--- src/rtl/ram_loader_if.sv ---
// Stream-in and RAM-write signal bundle for the program loader.
// The loader takes the slave side; the byte source and the RAM take the master side.
interface ram_loader_if #(
  parameter int RAM_DEPTH = 16,
  parameter int RAM_WIDTH = 8
);
  localparam int ADDRESS_WIDTH = $clog2(RAM_DEPTH);

  logic                     i_rx_valid;
  logic [RAM_WIDTH-1:0]     i_rx_data;
  logic                     o_rx_ready;
  logic                     o_ram_we;
  logic [ADDRESS_WIDTH-1:0] o_ram_addr;
  logic [RAM_WIDTH-1:0]     o_ram_data;

  modport slave (
    input  i_rx_valid,
    input  i_rx_data,
    output o_rx_ready,
    output o_ram_we,
    output o_ram_addr,
    output o_ram_data
  );

  modport master (
    output i_rx_valid,
    output i_rx_data,
    input  o_rx_ready,
    input  o_ram_we,
    input  o_ram_addr,
    input  o_ram_data
  );
endinterface

--- src/rtl/ram_loader.sv ---
// Program loader: receives a LEN/data/CSUM framed byte stream, writes it into the
// SAP-1 program RAM while holding the CPU, then releases it with a restart pulse.
module ram_loader #(
  parameter int RAM_DEPTH = 16,
  parameter int RAM_WIDTH = 8
) (
  input  logic          mclk,
  input  logic          rst_n,
  input  logic          i_mclk_en,
  input  logic          i_start,
  ram_loader_if.slave   bus,
  output logic          o_cpu_hold,
  output logic          o_cpu_restart,
  output logic          o_busy,
  output logic          o_done,
  output logic          o_error
);
  localparam int ADDRESS_WIDTH = $clog2(RAM_DEPTH);
  localparam logic [RAM_WIDTH:0] MAX_LEN = (RAM_WIDTH + 1)'(RAM_DEPTH);
  localparam logic [ADDRESS_WIDTH:0] REM_ONE = (ADDRESS_WIDTH + 1)'(1);

  typedef enum logic [2:0] {
    S_IDLE,
    S_LEN,
    S_DATA,
    S_WRITE,
    S_CSUM,
    S_DONE,
    S_ERR
  } state_t;

  state_t                   state_q, state_d;
  logic [ADDRESS_WIDTH-1:0] addr_q, addr_d;
  logic [ADDRESS_WIDTH:0]   rem_q, rem_d;
  logic [RAM_WIDTH-1:0]     csum_q, csum_d;
  logic [RAM_WIDTH-1:0]     data_q, data_d;
  logic                     hold_q, hold_d;
  logic                     done_q, done_d;
  logic                     error_q, error_d;

  logic rxReady;
  logic accept;
  logic lenOk;

  assign rxReady = (state_q == S_LEN) || (state_q == S_DATA) || (state_q == S_CSUM);
  assign accept  = rxReady && bus.i_rx_valid;
  assign lenOk   = (bus.i_rx_data != '0) && ({1'b0, bus.i_rx_data} <= MAX_LEN);

  always_ff @(posedge mclk or negedge rst_n) begin
    if (!rst_n) begin
      state_q <= S_IDLE;
      addr_q  <= '0;
      rem_q   <= '0;
      csum_q  <= '0;
      data_q  <= '0;
      hold_q  <= 1'b0;
      done_q  <= 1'b0;
      error_q <= 1'b0;
    end else begin
      state_q <= state_d;
      addr_q  <= addr_d;
      rem_q   <= rem_d;
      csum_q  <= csum_d;
      data_q  <= data_d;
      hold_q  <= hold_d;
      done_q  <= done_d;
      error_q <= error_d;
    end
  end

  // WRITE and DONE stall until an i_mclk_en edge so the CPU-clocked RAM and PC see them.
  always_comb begin
    state_d = state_q;
    addr_d  = addr_q;
    rem_d   = rem_q;
    csum_d  = csum_q;
    data_d  = data_q;
    hold_d  = hold_q;
    done_d  = done_q;
    error_d = error_q;

    case (state_q)
      S_IDLE: begin
        if (i_start) begin
          state_d = S_LEN;
          hold_d  = 1'b1;
          done_d  = 1'b0;
          error_d = 1'b0;
          addr_d  = '0;
          csum_d  = '0;
        end
      end
      S_LEN: begin
        if (accept) begin
          if (lenOk) begin
            rem_d   = bus.i_rx_data[ADDRESS_WIDTH:0];
            state_d = S_DATA;
          end else begin
            state_d = S_ERR;
          end
        end
      end
      S_DATA: begin
        if (accept) begin
          data_d  = bus.i_rx_data;
          csum_d  = csum_q + bus.i_rx_data;
          state_d = S_WRITE;
        end
      end
      S_WRITE: begin
        if (i_mclk_en) begin
          addr_d  = addr_q + 1'b1;
          rem_d   = rem_q - 1'b1;
          state_d = (rem_q == REM_ONE) ? S_CSUM : S_DATA;
        end
      end
      S_CSUM: begin
        if (accept) begin
          state_d = (bus.i_rx_data == csum_q) ? S_DONE : S_ERR;
        end
      end
      S_DONE: begin
        if (i_mclk_en) begin
          state_d = S_IDLE;
          done_d  = 1'b1;
          hold_d  = 1'b0;
        end
      end
      S_ERR: begin
        error_d = 1'b1;
        state_d = S_IDLE;
      end
      default: state_d = S_IDLE;
    endcase
  end

  assign bus.o_rx_ready = rxReady;
  assign bus.o_ram_we   = (state_q == S_WRITE);
  assign bus.o_ram_addr = addr_q;
  assign bus.o_ram_data = data_q;
  assign o_cpu_restart  = (state_q == S_DONE);
  assign o_cpu_hold     = hold_q;
  assign o_busy         = (state_q != S_IDLE);
  assign o_done         = done_q;
  assign o_error        = error_q;
endmodule

--- src/flat_wrapper.sv ---
// flat-port wrapper written by rule: the top's interface ports become plain ports
module ram_loader_flat 
#(
  parameter int RAM_DEPTH = 16,
  parameter int RAM_WIDTH = 8
)
  (mclk, rst_n, i_mclk_en, i_start, o_cpu_hold, o_cpu_restart, o_busy, o_done, o_error, bus_i_rx_valid, bus_i_rx_data, bus_o_rx_ready, bus_o_ram_we, bus_o_ram_addr, bus_o_ram_data);
  ram_loader_if #(.RAM_DEPTH(RAM_DEPTH), .RAM_WIDTH(RAM_WIDTH)) bus_i ();
  input  logic mclk;
  input  logic rst_n;
  input  logic i_mclk_en;
  input  logic i_start;
  output logic o_cpu_hold;
  output logic o_cpu_restart;
  output logic o_busy;
  output logic o_done;
  output logic o_error;
  input wire logic [$bits(bus_i.i_rx_valid)-1:0] bus_i_rx_valid;
  input wire logic [$bits(bus_i.i_rx_data)-1:0] bus_i_rx_data;
  output wire logic [$bits(bus_i.o_rx_ready)-1:0] bus_o_rx_ready;
  output wire logic [$bits(bus_i.o_ram_we)-1:0] bus_o_ram_we;
  output wire logic [$bits(bus_i.o_ram_addr)-1:0] bus_o_ram_addr;
  output wire logic [$bits(bus_i.o_ram_data)-1:0] bus_o_ram_data;
  assign bus_i.i_rx_valid = bus_i_rx_valid;
  assign bus_i.i_rx_data = bus_i_rx_data;
  assign bus_o_rx_ready = bus_i.o_rx_ready;
  assign bus_o_ram_we = bus_i.o_ram_we;
  assign bus_o_ram_addr = bus_i.o_ram_addr;
  assign bus_o_ram_data = bus_i.o_ram_data;
  ram_loader #(.RAM_DEPTH(RAM_DEPTH), .RAM_WIDTH(RAM_WIDTH)) u_core (.mclk(mclk), .rst_n(rst_n), .i_mclk_en(i_mclk_en), .i_start(i_start), .bus(bus_i), .o_cpu_hold(o_cpu_hold), .o_cpu_restart(o_cpu_restart), .o_busy(o_busy), .o_done(o_done), .o_error(o_error));
endmodule
--- config.mk ---
export PLATFORM = sky130hd
export DESIGN_NAME = ram_loader_flat
export DESIGN_NICKNAME = d
export VERILOG_FILES = /design/src/rtl/ram_loader_if.sv /design/src/rtl/ram_loader.sv /design/src/flat_wrapper.sv
export SDC_FILE = /design/constraint.sdc
export NUM_CORES = 1
export LEC_CHECK = 0
export CORE_UTILIZATION = 52
export DETAILED_ROUTE_END_ITERATION = 16
export GPL_TIMING_DRIVEN = 1
export PLACE_DENSITY = 0.88
export SETUP_SLACK_MARGIN = 0.5
export SYNTH_ARGS = -nofsm -noshare
export SYNTH_HDL_FRONTEND = slang
export SYNTH_SLANG_ARGS = --single-unit
--- constraint.sdc ---
create_clock -name mclk -period 3.2 [get_ports mclk]
set_input_delay 0.32 -clock mclk [delete_from_list [all_inputs] [get_ports mclk]]
set_output_delay 0.32 -clock mclk [all_outputs]
set_load 0.05 [all_outputs]
==> flow_metrics.env <==
export IMPL_status="finished, final reports clean"
export IMPL_n_antenna_cell=0
export IMPL_fin_total_pwr_mw=2.53
export IMPL_grt_use_total_pct=24.8
export IMPL_clock_sinks=31
export IMPL_synth_seq_cells=31
export IMPL_worstPathRequired_ps=2880
export IMPL_cts_max_level=2
export IMPL_cts_buffers=5
export IMPL_fmax_mhz=386
export IMPL_ys_top_cells_by_count="nand2_1, dfrtp_1, nor2_1, o21ai_0"
export IMPL_antenna_left=0
export IMPL_yosysUniqueCellTypes=52
export IMPL_fin_nets=269
export IMPL_synth_edff_count=0
export IMPL_hp_class="input pin to asynchronous set/reset pin"
export IMPL_leakage_nw=1.10
export IMPL_yosys_area_top_type="dfrtp_1"
export IMPL_coreArea_sq_mm=0.00347
export IMPL_drc=0
export IMPL_row_count=21
export IMPL_antenna_found_initial=0
export IMPL_drt_total_wl_um=4420
export IMPL_syn_inst=212
export IMPL_fill_cells=257
export IMPL_initial_utilization_pct=56.1
export IMPL_cts_setup_buffers=0
export IMPL_crit_fanout=15
export IMPL_crit_arrival_ps=2270
export IMPL_syn_area_sq_mm=0.00195
export IMPL_synth_area_top_cells="dfrtp_1, nand2_1, ha_1"
export IMPL_dp_hpwl_um=2980
export IMPL_dieArea_sq_mm=0.00399
export IMPL_p_sw_share_pct=47.0
export IMPL_drv_cap=0
export IMPL_port_buffers=31
export IMPL_cts_resized_gates=0
export IMPL_fin_crit_sh_pct=81.0
export IMPL_drt_pass1_iter_count=4
export IMPL_syn_avg_cell_area_sq_um=9.18
export IMPL_first_iter_violations=101
export IMPL_cts_hold_buf=0
export IMPL_finalHoldViolations=0
export IMPL_path_class="flop to output pin"
export IMPL_ys_warn_count=0
export IMPL_slowest_stage="dfrtp_1"
export IMPL_synth_top_area_share_pct=39.9
export IMPL_fin_area_sq_mm=0.00241
export IMPL_rsz0062_at_grt="no"
export IMPL_insertion_delay_ps=290
export IMPL_combPwrFrac_pct=54.2
export IMPL_cts_path_max_buffers=2
export IMPL_synth_nets=236
export IMPL_die_h_um=63.2
export IMPL_ios=32
export IMPL_first_global_vias=1661
export IMPL_tightest_slew_ps=754
export IMPL_start_kind="flop"
export IMPL_globalplace_congestion=0.860
export IMPL_max_slew_margin_rel_pct=49.8
export IMPL_power_density_mw_per_mm2=1050
export IMPL_ir_drop_uv=449
export IMPL_clk_pin_slew_worst_paths_ps=70
export IMPL_die_x_um=63.2
export IMPL_drive_above_1_share_pct=8.54
export IMPL_dpl_cell_area_sq_mm=0.00229
export IMPL_cts_tree="yes"
export IMPL_cts_root_buf="clkbuf_8"
export IMPL_p_int_mw=1.34
export IMPL_grt_overflow=0
export IMPL_synth_most_common_cell="nand2_1"
export IMPL_multi_input_area_sq_mm=0.00110
export IMPL_worst_setup_path_end_kind="output pin"
export IMPL_grt_start_max_net_pins=32
export IMPL_reg2regPathDepth=5
export IMPL_slowest_delay_ps=690
export IMPL_min_period_ps=2590
export IMPL_pwr_share_seq_pct=29.8
export IMPL_yosysSeqAreaShare_pct=39.9
export IMPL_grt_pass1_wl_um=7700
export IMPL_vias=1685
export IMPL_post_drt_wl_per_cell_um=15.1
export IMPL_synth_main_ff_cell="dfrtp_1"
export IMPL_areaGrowthSynthToFinish_pct=24.0
export IMPL_viasPerCell=5.77
export IMPL_fin_setup_tns_ps=0
export IMPL_crit_chain="and2b_2 -> o31a_1 -> clkdlybuf4s50_1"
export IMPL_power_switching_mw=1.19
export IMPL_setup_viol=0
export IMPL_sequential_cell_area_sq_um=776
export IMPL_skew_ps=4.67
export IMPL_final_max_slew_viol_count=0
export IMPL_ys_async_sr_fraction_pct=100
export IMPL_pwr_share_clk_pct=15.9
[critical path, delay by kind of cell, from the launching register on]
| family | cells | cell delay, ps |
|---|---|---|
| and+or+nand+nor | 1 | 330 |
| DFF | 1 | 690 |
| buffers and inverters | 1 | 690 |
| AOI/OAI and AO/OA | 1 | 280 |
[worst paths after layout]
| check | from | to | slack, ps |
|---|---|---|---|
| min reg2reg | u_core.bus.o_ram_data[5]$_DFFE_PN0P_ | u_core.bus.o_ram_data[5]$_DFFE_PN0P_ | 480 |
| max in group asynchronous | rst_n | u_core.rem_q[1]$_DFFE_PN0P_ | 2480 |
| min in group mclk | u_core.bus.o_ram_data[5]$_DFFE_PN0P_ | u_core.bus.o_ram_data[5]$_DFFE_PN0P_ | 480 |
| max reg2reg | u_core.state_q[1]$_DFFE_PN0P_ | u_core.rem_q[0]$_DFFE_PN0P_ | 1240 |
| min | rst_n | u_core.bus.o_ram_addr[2]$_DFFE_PN0P_ | 420 |
| max | u_core.state_q[2]$_DFFE_PN0P_ | bus_o_rx_ready | 610 |
[per-layer routing]
metal / share of wire, % / track usage, % / routed length [um] / vias up
li1: - / - / - / 813
met1: 45 / 32.6 / 2000 / 816
met2: 47 / 39.5 / 2090 / 46
met3: 5.0 / 5.43 / 223 / 10
met4: 2.4 / 10.2 / 104 / 0
met5: 0 / 0 / 0 / -
[state kept, by name (all words and copies together), names as in the netlist]
signal	cells
u_core.bus.o_ram_data	8
u_core.rem_q	5
u_core.o_cpu_hold	1
u_core.bus.o_ram_addr	4
u_core.o_error	1
u_core.csum_q	8
u_core.state_q	3
u_core.o_done	1
[cell usage in the layout, fill, tap and decap left out, types with 2 or more instances in the layout]
master,count
inv_1,8
nor3_1,3
nor3b_1,2
ha_1,10
and3b_1,2
nand2_1,45
a22o_1,3
o31ai_1,2
a21oi_1,10
xnor2_1,4
xor2_1,5
nor2b_1,3
a21o_1,3
nand3_1,8
nor2_1,13
clkbuf_8,6
clkdlybuf4s50_1,31
o21ai_1,2
dfrtp_1,31
o21ai_0,13
mux2i_1,7
buf_4,3
[kinds of logic (layout without fill, tap and decap cells)]
family	after synthesis	after routing	share of synthesized area, %
xor gates and xnor gates	10	10	4.89
DFF	31	31	39.9
AOI/OAI and AO/OA	44	44	15.6
and+or+nand+nor	93	93	24.9
buffers and inverters	16	50	3.67
adders and majority gates	11	11	7.46
muxes	7	7	3.60
[power by group through the flow]
stage	clock [mW]	combinational, mW	sequential [mW]
floorplan	0	0.807	0.933
global route	0.421	1.49	0.788
global placement	0	1.33	0.744
CTS	0.404	1.37	0.753
finish	0.403	1.37	0.755
detailed placement	0	1.35	0.757
[layout make-up]
class / instances / area share (%)
well taps: 46 / 2.39
clock inverters: 2 / 1.45
clock buffers: 6 / 3.42
repair buffers: 34 / 13.8
inverters: 8 / 1.24
flip-flops and latches: 31 / 32.2
multi-input cells: 165 / 45.5
[stage by stage]
stage / setup slack (ps) / cells / utilization [%] / hold WS [ps]
after floorplan: 1390 / 212 / - / 24.4
after global placement: 828 / 284 / 66.2 / 458
after detailed placement: 776 / 284 / 66.2 / 462
after CTS: 620 / 292 / 69.6 / 436
after global routing: 555 / 292 / 69.6 / 456
final: 608 / 292 / 69.6 / 422
Power figures use the tool's default switching activity.
